[src/rtl/or1200_keccak_ctrl_pkg.sv]
// Shared constants for the or1200 custom-5 Keccak sequencer: FSM state codes,
// cust5 command encodings, SHA3 pad bytes and the lane geometry.
package or1200_keccak_pkg;

    localparam int NUM_LANES = 25;
    localparam int LANE_W    = $clog2(NUM_LANES);

    typedef logic [2:0] state_t;
    localparam state_t ST_IDLE    = 3'd0;
    localparam state_t ST_ABSORB  = 3'd1;
    localparam state_t ST_PAD     = 3'd2;
    localparam state_t ST_PERMUTE = 3'd3;
    localparam state_t ST_SQUEEZE = 3'd4;

    localparam logic [4:0] CMD_ABSORB  = 5'b00001;
    localparam logic [4:0] CMD_LAST    = 5'b00010;
    localparam logic [4:0] CMD_INIT    = 5'b00100;
    localparam logic [4:0] CMD_SQUEEZE = 5'b01000;

    localparam logic [7:0] PAD_FIRST = 8'h06;
    localparam logic [7:0] PAD_LAST  = 8'h80;

    // A byte count above the word size means "whole word".
    function automatic logic [5:0] clamp_limm(input logic [5:0] limm, input int nbytes);
        logic [5:0] max_v;
        max_v = 6'(nbytes);
        return (limm > max_v) ? max_v : limm;
    endfunction

endpackage

[src/rtl/or1200_keccak_ctrl_if.sv]
// Command/status and state-core bus between the or1200 pipeline and the Keccak
// sequencer; master is the pipeline side, slave is the sequencer.
interface or1200_keccak_ctrl_if #(
    parameter int WIDTH  = 32,
    parameter int HASH_W = 8
);
    import or1200_keccak_pkg::*;

    logic              cmd_valid;
    logic [4:0]        cust5_op;
    logic [5:0]        cust5_limm;
    logic [WIDTH-1:0]  a;
    logic              busy;
    logic              lane_we;
    logic [LANE_W-1:0] lane_idx;
    logic [WIDTH-1:0]  lane_data;
    logic              keccak_en;
    logic [4:0]        round_idx;
    logic              in_ready;
    logic              is_last;
    logic              out32;
    logic [HASH_W-1:0] hash_num;

    modport master (
        output cmd_valid, cust5_op, cust5_limm, a,
        input  busy, lane_we, lane_idx, lane_data, keccak_en, round_idx,
        input  in_ready, is_last, out32, hash_num
    );

    modport slave (
        input  cmd_valid, cust5_op, cust5_limm, a,
        output busy, lane_we, lane_idx, lane_data, keccak_en, round_idx,
        output in_ready, is_last, out32, hash_num
    );

endinterface

[src/rtl/or1200_keccak_ctrl_pad.sv]
// Combinational byte mask for LAST words and, with KECCAK_CTRL_PAD_EN defined,
// the SHA3 pad10*1 word generator (0x06 after the data, 0x80 in the top rate byte).
module or1200_keccak_pad
    import or1200_keccak_pkg::*;
#(
    parameter int WIDTH      = 32,
    parameter int RATE_WORDS = 18
) (
    input  logic [WIDTH-1:0]  data_in,
    input  logic [5:0]        limm,
`ifdef KECCAK_CTRL_PAD_EN
    input  logic [LANE_W-1:0] lane,
    output logic [LANE_W-1:0] pad_lane,
    output logic [WIDTH-1:0]  pad_word,
    output logic              pad_single,
`endif
    output logic [WIDTH-1:0]  data_out
);

    localparam int NBYTES = WIDTH / 8;

    logic [5:0] limm_c_s;

    assign limm_c_s = clamp_limm(limm, NBYTES);

    // Zero every byte at or above the valid byte count
    always_comb begin
        data_out = '0;
        for (int i = 0; i < NBYTES; i++) begin
            data_out[8*i +: 8] = (6'(i) < limm_c_s) ? data_in[8*i +: 8] : 8'h00;
        end
    end

`ifdef KECCAK_CTRL_PAD_EN
    logic       wrap_s;
    logic [5:0] byte_pos_s;

    // A full final word pushes the 0x06 byte into byte 0 of the next lane
    assign wrap_s     = (limm_c_s == 6'(NBYTES));
    assign byte_pos_s = wrap_s ? 6'd0 : limm_c_s;
    assign pad_lane   = lane + LANE_W'(wrap_s);
    assign pad_single = (pad_lane == LANE_W'(RATE_WORDS - 1));

    // Build the first pad word, merging the 0x80 byte when both share a lane
    always_comb begin
        pad_word = '0;
        for (int i = 0; i < NBYTES; i++) begin
            pad_word[8*i +: 8] = (6'(i) == byte_pos_s) ? PAD_FIRST : 8'h00;
        end
        pad_word[WIDTH-1 -: 8] = pad_word[WIDTH-1 -: 8] | (pad_single ? PAD_LAST : 8'h00);
    end
`endif

endmodule

[src/rtl/or1200_keccak_ctrl.sv]
// Keccak absorb/permute/squeeze sequencer behind the or1200 l.cust5 decode.
// Optional hardware SHA3 padding is built when KECCAK_CTRL_PAD_EN is defined.
module or1200_keccak_ctrl
    import or1200_keccak_pkg::*;
#(
    parameter int WIDTH      = 32,
    parameter int RATE_WORDS = 18,
    parameter int OUT_WORDS  = 16,
    parameter int ROUNDS     = 24,
    parameter int HASH_W     = 8
) (
    input logic                 clk,
    input logic                 rst_n,
    or1200_keccak_ctrl_if.slave bus
);

    state_t            state_r, state_s;
    logic [LANE_W-1:0] wcnt_r, wcnt_s;
    logic [LANE_W-1:0] scnt_r, scnt_s;
    logic [5:0]        rcnt_r, rcnt_s;
    logic              is_last_r, is_last_s;
    logic [HASH_W-1:0] hash_r, hash_s;

    logic              we_s, en_s;
    logic [LANE_W-1:0] idx_s;
    logic [WIDTH-1:0]  data_s, masked_s;
    logic [4:0]        ridx_s;

    logic              lane_we_r, keccak_en_r, in_ready_r, out32_r, busy_r;
    logic [LANE_W-1:0] lane_idx_r;
    logic [WIDTH-1:0]  lane_data_r;
    logic [4:0]        round_idx_r;

    logic init_s, absorb_s, last_s, squeeze_s;

    assign init_s    = bus.cmd_valid && (bus.cust5_op == CMD_INIT);
    assign absorb_s  = bus.cmd_valid && (bus.cust5_op == CMD_ABSORB);
    assign last_s    = bus.cmd_valid && (bus.cust5_op == CMD_LAST);
    assign squeeze_s = bus.cmd_valid && (bus.cust5_op == CMD_SQUEEZE);

`ifdef KECCAK_CTRL_PAD_EN
    logic [LANE_W-1:0] pad_lane_r, pad_lane_s;
    logic [WIDTH-1:0]  pad_word_r, pad_word_s;
    logic              pad_single_r, pad_single_s;
    logic              pad_phase_r, pad_phase_s;
`endif

    or1200_keccak_pad #(
        .WIDTH      (WIDTH),
        .RATE_WORDS (RATE_WORDS)
    ) u_pad (
        .data_in    (bus.a),
        .limm       (bus.cust5_limm),
`ifdef KECCAK_CTRL_PAD_EN
        .lane       (wcnt_r),
        .pad_lane   (pad_lane_s),
        .pad_word   (pad_word_s),
        .pad_single (pad_single_s),
`endif
        .data_out   (masked_s)
    );

    // Next-state and per-cycle lane/round strobes; INIT overrides every state
    always_comb begin
        state_s   = state_r;
        wcnt_s    = wcnt_r;
        scnt_s    = scnt_r;
        rcnt_s    = rcnt_r;
        is_last_s = is_last_r;
        hash_s    = hash_r;
        we_s      = 1'b0;
        idx_s     = '0;
        data_s    = '0;
        en_s      = 1'b0;
        ridx_s    = 5'd0;
`ifdef KECCAK_CTRL_PAD_EN
        pad_phase_s = pad_phase_r;
`endif
        if (init_s) begin
            state_s   = ST_ABSORB;
            wcnt_s    = '0;
            scnt_s    = '0;
            rcnt_s    = 6'd0;
            is_last_s = 1'b0;
`ifdef KECCAK_CTRL_PAD_EN
            pad_phase_s = 1'b0;
`endif
        end else begin
            case (state_r)
                ST_IDLE: begin
                    state_s = ST_IDLE;
                end
                ST_ABSORB: begin
                    if (absorb_s) begin
                        we_s   = 1'b1;
                        idx_s  = wcnt_r;
                        data_s = bus.a;
                        wcnt_s = wcnt_r + LANE_W'(1'b1);
                        if (wcnt_r == LANE_W'(RATE_WORDS - 1)) begin
                            state_s   = ST_PERMUTE;
                            is_last_s = 1'b0;
                        end else begin
                            state_s = ST_ABSORB;
                        end
                    end else if (last_s) begin
                        we_s      = 1'b1;
                        idx_s     = wcnt_r;
                        data_s    = masked_s;
                        is_last_s = 1'b1;
`ifdef KECCAK_CTRL_PAD_EN
                        state_s     = ST_PAD;
                        pad_phase_s = 1'b0;
`else
                        state_s = ST_PERMUTE;
`endif
                    end else begin
                        state_s = ST_ABSORB;
                    end
                end
`ifdef KECCAK_CTRL_PAD_EN
                ST_PAD: begin
                    we_s = 1'b1;
                    if (!pad_phase_r) begin
                        idx_s  = pad_lane_r;
                        data_s = pad_word_r;
                        if (pad_single_r) begin
                            state_s = ST_PERMUTE;
                        end else begin
                            pad_phase_s = 1'b1;
                        end
                    end else begin
                        idx_s       = LANE_W'(RATE_WORDS - 1);
                        data_s      = {PAD_LAST, {(WIDTH-8){1'b0}}};
                        pad_phase_s = 1'b0;
                        state_s     = ST_PERMUTE;
                    end
                end
`endif
                // First PERMUTE cycle lets the last lane write land before round 0
                ST_PERMUTE: begin
                    if (rcnt_r == 6'(ROUNDS)) begin
                        state_s = is_last_r ? ST_SQUEEZE : ST_ABSORB;
                        wcnt_s  = '0;
                        scnt_s  = '0;
                        rcnt_s  = 6'd0;
                    end else begin
                        en_s   = 1'b1;
                        ridx_s = rcnt_r[4:0];
                        rcnt_s = rcnt_r + 6'd1;
                    end
                end
                ST_SQUEEZE: begin
                    if (squeeze_s) begin
                        idx_s  = scnt_r;
                        scnt_s = scnt_r + LANE_W'(1'b1);
                        if (scnt_r == LANE_W'(OUT_WORDS - 1)) begin
                            hash_s  = hash_r + HASH_W'(1'b1);
                            state_s = ST_IDLE;
                        end else begin
                            state_s = ST_SQUEEZE;
                        end
                    end else begin
                        state_s = ST_SQUEEZE;
                    end
                end
                default: begin
                    state_s = ST_IDLE;
                end
            endcase
        end
    end

    // State, counters and registered outputs with synchronous active-low reset
    always_ff @(posedge clk) begin
        if (!rst_n) begin
            state_r     <= ST_IDLE;
            wcnt_r      <= '0;
            scnt_r      <= '0;
            rcnt_r      <= 6'd0;
            is_last_r   <= 1'b0;
            hash_r      <= '0;
            lane_we_r   <= 1'b0;
            lane_idx_r  <= '0;
            lane_data_r <= '0;
            keccak_en_r <= 1'b0;
            round_idx_r <= 5'd0;
            in_ready_r  <= 1'b0;
            out32_r     <= 1'b0;
            busy_r      <= 1'b0;
        end else begin
            state_r     <= state_s;
            wcnt_r      <= wcnt_s;
            scnt_r      <= scnt_s;
            rcnt_r      <= rcnt_s;
            is_last_r   <= is_last_s;
            hash_r      <= hash_s;
            lane_we_r   <= we_s;
            lane_idx_r  <= idx_s;
            lane_data_r <= data_s;
            keccak_en_r <= en_s;
            round_idx_r <= ridx_s;
            in_ready_r  <= (state_s == ST_ABSORB);
            out32_r     <= (state_s == ST_SQUEEZE);
            busy_r      <= (state_s == ST_PAD) || (state_s == ST_PERMUTE);
        end
    end

`ifdef KECCAK_CTRL_PAD_EN
    // Pad geometry is frozen when LAST is accepted
    always_ff @(posedge clk) begin
        if (!rst_n) begin
            pad_lane_r   <= '0;
            pad_word_r   <= '0;
            pad_single_r <= 1'b0;
            pad_phase_r  <= 1'b0;
        end else begin
            pad_phase_r <= pad_phase_s;
            if ((state_r == ST_ABSORB) && last_s && !init_s) begin
                pad_lane_r   <= pad_lane_s;
                pad_word_r   <= pad_word_s;
                pad_single_r <= pad_single_s;
            end
        end
    end
`endif

    assign bus.busy      = busy_r;
    assign bus.lane_we   = lane_we_r;
    assign bus.lane_idx  = lane_idx_r;
    assign bus.lane_data = lane_data_r;
    assign bus.keccak_en = keccak_en_r;
    assign bus.round_idx = round_idx_r;
    assign bus.in_ready  = in_ready_r;
    assign bus.is_last   = is_last_r;
    assign bus.out32     = out32_r;
    assign bus.hash_num  = hash_r;

endmodule

[src/flat_wrapper.sv]
// flat-port wrapper written by rule: the top's interface ports become plain ports
module or1200_keccak_ctrl_flat import or1200_keccak_pkg::*;
#(
    parameter int WIDTH      = 32,
    parameter int RATE_WORDS = 18,
    parameter int OUT_WORDS  = 16,
    parameter int ROUNDS     = 24,
    parameter int HASH_W     = 8
)
  (clk, rst_n, bus_cmd_valid, bus_cust5_op, bus_cust5_limm, bus_a, bus_busy, bus_lane_we, bus_lane_idx, bus_lane_data, bus_keccak_en, bus_round_idx, bus_in_ready, bus_is_last, bus_out32, bus_hash_num);
  or1200_keccak_ctrl_if #(.WIDTH(WIDTH), .HASH_W(HASH_W)) bus_i ();
  input logic clk;
  input logic rst_n;
  input wire logic [$bits(bus_i.cmd_valid)-1:0] bus_cmd_valid;
  input wire logic [$bits(bus_i.cust5_op)-1:0] bus_cust5_op;
  input wire logic [$bits(bus_i.cust5_limm)-1:0] bus_cust5_limm;
  input wire logic [$bits(bus_i.a)-1:0] bus_a;
  output wire logic [$bits(bus_i.busy)-1:0] bus_busy;
  output wire logic [$bits(bus_i.lane_we)-1:0] bus_lane_we;
  output wire logic [$bits(bus_i.lane_idx)-1:0] bus_lane_idx;
  output wire logic [$bits(bus_i.lane_data)-1:0] bus_lane_data;
  output wire logic [$bits(bus_i.keccak_en)-1:0] bus_keccak_en;
  output wire logic [$bits(bus_i.round_idx)-1:0] bus_round_idx;
  output wire logic [$bits(bus_i.in_ready)-1:0] bus_in_ready;
  output wire logic [$bits(bus_i.is_last)-1:0] bus_is_last;
  output wire logic [$bits(bus_i.out32)-1:0] bus_out32;
  output wire logic [$bits(bus_i.hash_num)-1:0] bus_hash_num;
  assign bus_i.cmd_valid = bus_cmd_valid;
  assign bus_i.cust5_op = bus_cust5_op;
  assign bus_i.cust5_limm = bus_cust5_limm;
  assign bus_i.a = bus_a;
  assign bus_busy = bus_i.busy;
  assign bus_lane_we = bus_i.lane_we;
  assign bus_lane_idx = bus_i.lane_idx;
  assign bus_lane_data = bus_i.lane_data;
  assign bus_keccak_en = bus_i.keccak_en;
  assign bus_round_idx = bus_i.round_idx;
  assign bus_in_ready = bus_i.in_ready;
  assign bus_is_last = bus_i.is_last;
  assign bus_out32 = bus_i.out32;
  assign bus_hash_num = bus_i.hash_num;
  or1200_keccak_ctrl #(.WIDTH(WIDTH), .RATE_WORDS(RATE_WORDS), .OUT_WORDS(OUT_WORDS), .ROUNDS(ROUNDS), .HASH_W(HASH_W)) u_core (.clk(clk), .rst_n(rst_n), .bus(bus_i));
endmodule
[config.mk]
export PLATFORM = sky130hd
export DESIGN_NAME = or1200_keccak_ctrl_flat
export DESIGN_NICKNAME = d
export VERILOG_FILES = /design/src/rtl/or1200_keccak_ctrl_pkg.sv /design/src/rtl/or1200_keccak_ctrl_if.sv /design/src/rtl/or1200_keccak_ctrl_pad.sv /design/src/rtl/or1200_keccak_ctrl.sv /design/src/flat_wrapper.sv
export SDC_FILE = /design/constraint.sdc
export NUM_CORES = 1
export LEC_CHECK = 0
export ABC_CLOCK_PERIOD_IN_PS = 2750
export BUFFER_PORTS_ARGS = -buffer_cell sky130_fd_sc_hd__clkbuf_2
export CAP_MARGIN = 5
export CORE_ASPECT_RATIO = 1.2
export CORE_MARGIN = 3
export CORE_UTILIZATION = 30
export CTS_CLUSTER_SIZE = 10
export DETAILED_ROUTE_END_ITERATION = 10
export PLACE_DENSITY_LB_ADDON = 0.12
export SETUP_SLACK_MARGIN = 0.15
export SKIP_CTS_REPAIR_TIMING = 1
export SYNTH_ARGS = -nofsm -noshare
export SYNTH_HDL_FRONTEND = slang
export SYNTH_SLANG_ARGS = --single-unit
[constraint.sdc]
create_clock -name clk -period 2.75 [get_ports clk]
set_input_delay 0 -clock clk [delete_from_list [all_inputs] [get_ports clk]]
set_output_delay 0 -clock clk [all_outputs]
set_load 0.02 [all_outputs]
# Yosys cells after proc, flatten, opt, wreduce, memory -nomap -nowiden
# Cells that the tools add are included.
[totals]
regBits = 75
latch_bits = 0
mem_bits_rw = 0
romBits = 0
out_inout_bits = 56
wordCells = 93
n_memories = 0
[op_classes]
addsub = 4
n_mul = 0
n_div = 0
magnitude_cmp = 5
eq_ne = 18
shifts = 0
mux = 32
bitwise_logic = 4
reduce_logical = 16
[op_table]
columns = ["op", "count"]
rows = [
  ["two-way mux 32 bit", 2],
  ["two-way mux 8 bit", 4],
  ["two-way mux 5 bit", 6],
  ["one-hot mux 5 bit (2 select lines)", 3],
  ["two-way mux 3 bit", 6],
  ["less-than comparator 1 x 6 -> 1 bit (first input constant)", 2],
  ["less-than comparator 2 x 6 -> 1 bit (first input constant)", 2],
  ["two-way mux 6 bit", 2],
  ["adder 5 x 1 -> 5 bit (second input constant)", 2],
  ["equality test 5 x 4 -> 1 bit (second input constant)", 2],
  ["equality test 3 x 2 -> 1 bit (second input constant)", 3],
  ["one-hot mux 3 bit (3 select lines)", 1],
  ["AND reduction 3 bit", 3],
  ["adder 8 x 1 -> 8 bit (second input constant)", 1],
  ["adder 6 x 1 -> 6 bit (second input constant)", 1],
  ["equality test 3 x 1 -> 1 bit (second input constant)", 2],
  ["equality test 3 bit (second input constant)", 2],
  ["equality test 6 x 5 -> 1 bit (second input constant)", 1],
  ["greater-than comparator 6 x 3 -> 1 bit (second input constant)", 1],
  ["two-way mux 1 bit", 6],
  ["inequality test 2 x 1 -> 1 bit (second input constant)", 3],
  ["nonzero test 2 bit", 3],
  ["OR reduction 3 bit", 2],
  ["equality test 5 x 1 -> 1 bit (second input constant)", 1],
  ["11 further kinds", 18],
]

# Depth between registers and ports, before layout
# Gate-level depths: netlist (run 1).
[logic_depth]
word_depth = 8
ltp_mapped = 7
depth_no_buf = 7

# Hierarchy
# Synthesis (run 1) repeated with hierarchy kept, for this count alone.
[unflattened]
hier_cells = 342
area_unflattened_um2 = 3181.8
[modules_own_cells]
columns = ["module", "n_inst", "cells_per_inst", "area_per_inst_um2", "seq_area_each_um2"]
rows = [
  ["or1200_keccak_ctrl", 1, 302, 2889.0, 1501.4],
  ["or1200_keccak_pad", 1, 40, 292.8, 0.0],
]

# Worst setup path after synthesis (run 1)
# No wires, ideal clock.
[synth_timing]
path_kind = "reg2reg"
from = "register u_core.state_r[2]"
to = "register u_core.hash_r[3] (netlist: u_core.bus.hash_num[3])"
setup_ns = 0.137
t_arrival_ns = 2.022
t_required_ns = 2.613
slack_ns = 0.591
path_stages_with_launch = 8
path_buffers = 3
period_less_slack_ns = 2.159
path_cell_list = "dfxtp_1 or3b_1 clkbuf_1 or4b_1 buf_2 buf_2 o311ai_0 o41ai_1"
[synth_between]
elab_chain_len = 2
[synth_lines]
columns = ["item", "line", "rtl"]
rows = [
  ["from (decl)", "or1200_keccak_ctrl.sv:17", "state_t state_r, state_s;"],
  ["from (signal assigned)", "or1200_keccak_ctrl.sv:191", "state_r <= state_s;"],
  ["equality test 3 bit", "or1200_keccak_ctrl.sv:89", "case (state_r)"],
  ["AND reduction 4 bit (no source line)", "n/a", ""],
  ["to (signal assigned)", "or1200_keccak_ctrl.sv:196", "hash_r <= hash_s;"],
  ["to (decl)", "or1200_keccak_ctrl.sv:22", "logic [HASH_W-1:0] hash_r, hash_s;"],
]
# No other way between the ends.
# A chain may end at the register's enable or synchronous reset.

# Final worst setup path (run 1)
[layout_timing]
from = "register u_core.state_r[2]"
to = "register u_core.scnt_r[3]"
[layout_between]
elab_chain_len = 3
[layout_lines]
columns = ["item", "line", "rtl"]
rows = [
  ["equality test 3 bit / equality test 3 x 2 -> 1 bit (equally long branches)", "or1200_keccak_ctrl.sv:89", ""],
  ["inequality test 2 x 1 -> 1 bit (no source line) / nonzero test 2 bit (equally long branches)", "n/a", ""],
  ["AND reduction 3 bit (no source line)", "n/a", ""],
  ["to (signal assigned)", "or1200_keccak_ctrl.sv:193", "scnt_r <= scnt_s;"],
  ["to (decl)", "or1200_keccak_ctrl.sv:19", "logic [LANE_W-1:0] scnt_r, scnt_s;"],
]
# Several ways; a longest one is shown, not always the timed one.

==> results of run 1 <==
-- synth_stat cells, types with 2 or more instances --
| cell type | count | area (µm²) |
|---|---|---|
| dfxtp_1 | 75 | 1500 |
| and2_1 | 36 | 225 |
| a21oi_1 | 19 | 95.1 |
| nand3_1 | 13 | 65.1 |
| nand2_1 | 12 | 45.0 |
| nor2_1 | 12 | 45.0 |
| clkbuf_1 | 9 | 33.8 |
| o21ai_0 | 9 | 45.0 |
| ha_1 | 7 | 87.6 |
| inv_1 | 7 | 26.3 |
| nand4_1 | 7 | 43.8 |
| a211oi_1 | 6 | 45.0 |
| mux2i_1 | 6 | 60.1 |
| a22o_1 | 5 | 43.8 |
| and3_1 | 5 | 31.3 |
| nand2b_1 | 5 | 31.3 |
| nand3b_1 | 5 | 37.5 |
| o211ai_1 | 5 | 37.5 |
| nor4_1 | 4 | 25.0 |
| or3_1 | 4 | 25.0 |
| or4_1 | 4 | 30.0 |
| xor2_1 | 4 | 35.0 |
| buf_2 | 3 | 15.0 |
| nor2b_1 | 3 | 18.8 |
| o31ai_1 | 3 | 22.5 |
| a32o_1 | 2 | 20.0 |
| nor3_1 | 2 | 10.0 |
| nor4b_1 | 2 | 17.5 |
| o21a_1 | 2 | 15.0 |
| o311ai_0 | 2 | 17.5 |
| or4b_1 | 2 | 20.0 |
-- cell type report --
cell class                      instances  area [µm²]  area share
Timing Repair Buffer                  141         886       0.217
Inverter                                7        26.3     0.00643
Clock buffer                           10         128      0.0312
Tap cell                              120         150      0.0367
Multi-Input combinational cell        199        1310       0.320
Sequential cell                        75        1500       0.367
Clock inverter                          6        88.8      0.0217
-- through the flow --
stage / setup WS [ns] / area, µm²
after global placement: 0.474 / 3550
after detailed placement: 0.442 / 3550
after floorplan: 0.591 / 2890
after CTS: 0.409 / 3770
final: 0.420 / 4090
after global routing: 0.271 / 4090
-- kinds of logic (layout without fill, tap and decap cells) --
| logic type | Yosys count | after routing | share of synthesized area |
|---|---|---|---|
| and+or+nand+nor | 122 | 122 | 0.251 |
| AOI/OAI and AO/OA | 59 | 59 | 0.136 |
| xor gates and xnor gates | 5 | 5 | 0.0152 |
| DFF | 75 | 75 | 0.520 |
| adders and majority gates | 7 | 7 | 0.0304 |
| muxes | 6 | 6 | 0.0208 |
| buffers and inverters | 19 | 164 | 0.0260 |
-- worst max-delay path, delay by kind of cell (launching register included) --
| kind | cells | cell delay [ns] |
|---|---|---|
| buffers and inverters | 1 | 0.25 |
| AND/OR/NAND/NOR | 3 | 1.45 |
| AO/OA/AOI/OAI | 1 | 0.15 |
| flip-flops | 1 | 0.41 |
-- registers in the layout, summed over array words and instances (netlist names), 3 cells and up --
register and flops:
u_core.scnt_r 5, u_core.bus.lane_idx 5, u_core.bus.hash_num 8, u_core.rcnt_r 6, u_core.bus.round_idx 5, u_core.wcnt_r 5, u_core.bus.lane_data 32, u_core.state_r 3
-- worst paths after layout --
check	endpoint	slack, ns	from	cells after the start
max reg2reg	u_core.scnt_r[3]	0.42	u_core.state_r[2]	5
min reg2reg	u_core.bus.hash_num[7]	0.47	u_core.bus.hash_num[7]	2
max	u_core.scnt_r[3]	0.42	u_core.state_r[2]	5
min	u_core.bus.hash_num[5]	0.07	rst_n	3
-- per-layer routing --
metal	vias to the layer above	global-route usage	part of all wire	routed length, µm
li1	1333	-	-	-
met1	1203	0.169	0.46	3500
met4	0	0.0569	0.011	82
met2	87	0.219	0.46	3490
met3	7	0.0303	0.068	515
met5	-	0	0	0
-- power by group --
part,switching (mW),internal (mW),leakage [nW]
clock,0.416,0.513,0.103
sequential,0.00245,1.09,0.604
combinational,0.0432,0.0632,1.01
total,0.462,1.66,1.72
==> summary.txt, run 1 <==
STA
  – Worst hold slack: 0.0715 ns
  – Setup violations, final: 0
  – Slew headroom: 0.512
  – Slew Limit Fails: 0
  – Sum Neg Setup Slack: 0 ns
  – Final hold vios: 0
  – Clock skew: 0.00585 ns
  – Highest Clock Rate: 429 MHz
  – RSZ-0062 raised after global routing: false
  – Tightest Pin Transition: 0.725 ns
  – Fin crit share: 0.847
  – Crit path time final: 2.33 ns

Hold path
  – Worst Hold Class: in -> reg

Clock tree
  – Maximum root-to-sink buffer count: 2
  – H-Tree Depth: 3
  – Root Buffer: clkbuf_8
  – Clock Sinks: 75
  – CTS Buf Count: 9
  – Clk slew on worst S/H paths: 0.08 ns
  – TritonCTS clock tree: yes
  – Clk_lat worst skew: 0.34 ns

Placement
  – PortBufs: 101
  – Inst Count DP: 510
  – HPWL after DPL: 5300 µm
  – Placer Congestion: 0.773

Routing
  – Wire per inst: 13.6 µm
  – DRT iter0 DRCs: 58
  – Post-Route WL: 7590 µm
  – DR vias: 2630
  – Pre-Repair DR Iteration Count: 4
  – Via density: 4.71
  – Drt drc: 0
  – Post-DRT Antenna Nets: 0

Critical path
  – Worst path slowest cell: or4b_1
  – Worst path cell trace: or3b_1 > or4b_1 > buf_4 > or3_1 > a21oi_1
  – Startpoint Class: register
  – Crit path required time: 3.02 ns
  – WP data arrival: 2.60 ns
  – Crit Path Max Fanout: 15
  – CP Class: reg -> reg
  – Worst path max stage delay: 0.73 ns
  – CP endpoint kind: register

Global routing
  – First-pass GRT wire length: 11600 µm
  – Vias in the first global route: 2443
  – Total track usage: 0.135
  – Overflow after GRT: 0
  – Antenna violations before repair: 0
  – Largest net degree at the start of global routing: 16

Power
  – Peak VDD IR: 0.000192 V
  – Leak pwr: 1.72 nW
  – Pwr dens: 520 nW/µm²
  – Final Total Pwr: 2.12 mW

Synth
  – Async SR Flop Fraction: 0
  – Post-synth EDFFs: 0
  – Mapped cell area: 2890 µm²
  – Yosys warns: 0
  – Seq/Total Area, Yosys: 0.520
  – Netlist cell types: 44
  – Syn Nets: 346
  – Ys flop type: dfxtp_1
  – Mean post-synth cell area: 9.85 µm²
  – Synthesized instance count: 293
  – Synth Register Bits: 75

Die
  – Die W: 95.5 µm
  – Chip height: 113 µm
  – Row cnt: 38
  – Boundary pin count: 102
  – Initial Util: 0.313
  – Die area: 10800 µm²
  – Core Box Area: 9220 µm²

Final layout
  – Most common cell after layout, fill and taps aside: clkbuf_2
  – Fill cells: 927
  – Layout cells sized above 1: 0.283
  – ANT cells: 0
  – Area growth syn-to-layout: 41.7%
  – Non-filler cells in the finished layout: 558
  – Final core occ: 0.443
  – Most frequent cells in the layout: 101 x clkbuf_2, 75 x dfxtp_1, 36 x and2_1, 32 x dlygate4sd3_1, 19 x a21oi_1
  – Nets: 486

Status
  – Status: complete, no violations

Flow run
  – Max-cap viol count: 0
No activity file was read; power rests on OpenSTA's default activity.
==> run 2, diff against run 1 <==
Settings changed: ABC_CLOCK_PERIOD_IN_PS 2750 to 1900.
Clock period 2.75 ns to 1.9 ns, I/O delays scaled along.
==> run 2 against run 1 <==
  * The run now ends with setup timing left
  * Routed wire length grew 9.0%
  * Sequential share of layout area shrank 2.4 points
  * Worst setup slack lost 0.56 ns
  * Power grew 50%
  * Critical path type unchanged
==> summary.txt, run 2 (synthesized netlist as in run 1, its figures left out) <==
Status
  – Status: finished, violations left
  – Failing checks: setup timing

Critical path
  – Worst path slowest cell: or4b_4
  – CP Class: reg -> reg
  – R2R Path End: u_core.bus.hash_num[4]
  – Reg2Reg Depth: 6
  – Reg-to-reg startpoint: u_core.state_r[1]
  – Crit path required time: 2.14 ns
  – CP endpoint kind: register
  – Crit Path Max Fanout: 8
  – Startpoint Class: register
  – WP data arrival: 2.28 ns
  – Worst path cell trace: or3b_4 > or4b_4 > buf_6 > clkbuf_4 > o31ai_2 > a21oi_1
  – FF-to-FF setup slack: -0.14 ns
  – Worst path max stage delay: 0.53 ns

Flow run
  – Max-cap viol count: 0

STA
  – Clock skew: 0.0103 ns
  – Slew Limit Fails: 0
  – Setup violations, final: 15
  – Crit path time final: 2.04 ns
  – Fin crit share: 1.07
  – Tightest Pin Transition: 0.423 ns
  – RSZ-0062 raised after global routing: true
  – Sum Neg Setup Slack: -1.17 ns
  – Highest Clock Rate: 490 MHz
  – Slew headroom: 0.717
  – Worst hold slack: 0.0476 ns
  – Final WS setup: -0.139 ns
  – Final hold vios: 0

Global routing
  – Overflow after GRT: 0
  – First-pass GRT wire length: 11700 µm
  – Total track usage: 0.141
  – Antenna violations before repair: 0
  – Largest net degree at the start of global routing: 18
  – Vias in the first global route: 2468

Final layout
  – ANT cells: 0
  – Final Cell Area: 4390 µm²
  – Non-filler cells in the finished layout: 581
  – Number of flip-flops under the largest register name: 32
  – Final core occ: 0.476
  – Footprint of the multi-input gates: 1410 µm²
  – Most common cell after layout, fill and taps aside: clkbuf_2
  – Area growth syn-to-layout: 52.2%
  – Fill cells: 898
  – Most frequent cells in the layout: 101 x clkbuf_2, 72 x dfxtp_1, 36 x and2_1, 32 x dlygate4sd3_1, 29 x buf_4
  – Nets: 510
  – Register area: 1510 µm²
  – Layout cells sized above 1: 0.364

Routing
  – DRT iter0 DRCs: 104
  – Post-DRT Antenna Nets: 0
  – Via density: 4.72
  – Drt drc: 0
  – DR vias: 2742
  – Post-Route WL: 8270 µm
  – Pre-Repair DR Iteration Count: 4
  – Wire per inst: 14.2 µm

Placement
  – Placer Congestion: 0.752
  – HPWL after DPL: 5850 µm
  – Place WS: -0.139 ns
  – Placed Area: 3710 µm²
  – Inst Count DP: 529
  – PortBufs: 101

Clock tree
  – H-Tree Depth: 3
  – Clk_lat worst skew: 0.36 ns
  – Clock Sinks: 75
  – TritonCTS clock tree: yes
  – Clk slew on worst S/H paths: 0.08 ns
  – Root Buffer: clkbuf_8
  – Maximum root-to-sink buffer count: 2
  – CTS Buf Count: 9

Die
  – Row cnt: 38
  – Boundary pin count: 102
  – Core Box Area: 9220 µm²
  – Die area: 10800 µm²
  – Die W: 95.5 µm
  – Chip height: 113 µm
  – Initial Util: 0.313

Power
  – Pwr dens: 725 nW/µm²
  – Leak pwr: 1.88 nW
  – Final Total Pwr: 3.18 mW
  – Peak VDD IR: 0.000366 V

Hold path
  – Worst hold path depth: 2
  – Worst Hold Class: in -> reg
  – Worst Hold Path EP: u_core.state_r[0]
  – Hold Crit Start: rst_n
==> run 2: cell type report <==
class | instances | area share
Sequential cell | 75 | 0.343
Inverter | 7 | 0.00598
Clock inverter | 5 | 0.0234
Tap cell | 120 | 0.0342
Clock buffer | 10 | 0.0291
Multi-Input combinational cell | 199 | 0.321
Timing Repair Buffer | 165 | 0.243
==> run 2: power by group <==
group	leakage, nW	internal, mW	switching [mW]
Sequential	0.605	1.57	0.00113
Clock	0.112	0.863	0.570
Combinational	1.16	0.102	0.0735
==> run 2: critical path: cells and delay by family, from the launching register on <==
family	cells	cell delay, ns
AND/OR/NAND/NOR	2	0.93
AO/OA/AOI/OAI	2	0.34
buffers and inverters	2	0.33
flip-flops	1	0.32
==> run 2: worst max path at each step <==
stage                       from                endpoint  slack, ns  depth (start not counted)
2_1_floorplan  u_core.state_r[2]  u_core.bus.hash_num[3]      -0.15                          7
3_3_place_gp   u_core.state_r[1]  u_core.bus.hash_num[4]      -0.09                          5
3_5_place_dp   u_core.state_r[1]  u_core.bus.hash_num[7]      -0.14                          5
4_1_cts        u_core.state_r[1]  u_core.bus.hash_num[7]      -0.16                          5
5_1_grt        u_core.state_r[1]  u_core.bus.hash_num[4]      -0.19                          6
6_report       u_core.state_r[1]  u_core.bus.hash_num[4]      -0.14                          6
==> run 2: routing by layer <==
metal,GRT usage,vias to the layer above,routed length [µm]
met5,0,-,0
met4,0.0531,0,148
met3,0.0515,16,627
met2,0.230,94,3850
met1,0.168,1256,3640
li1,-,1376,-
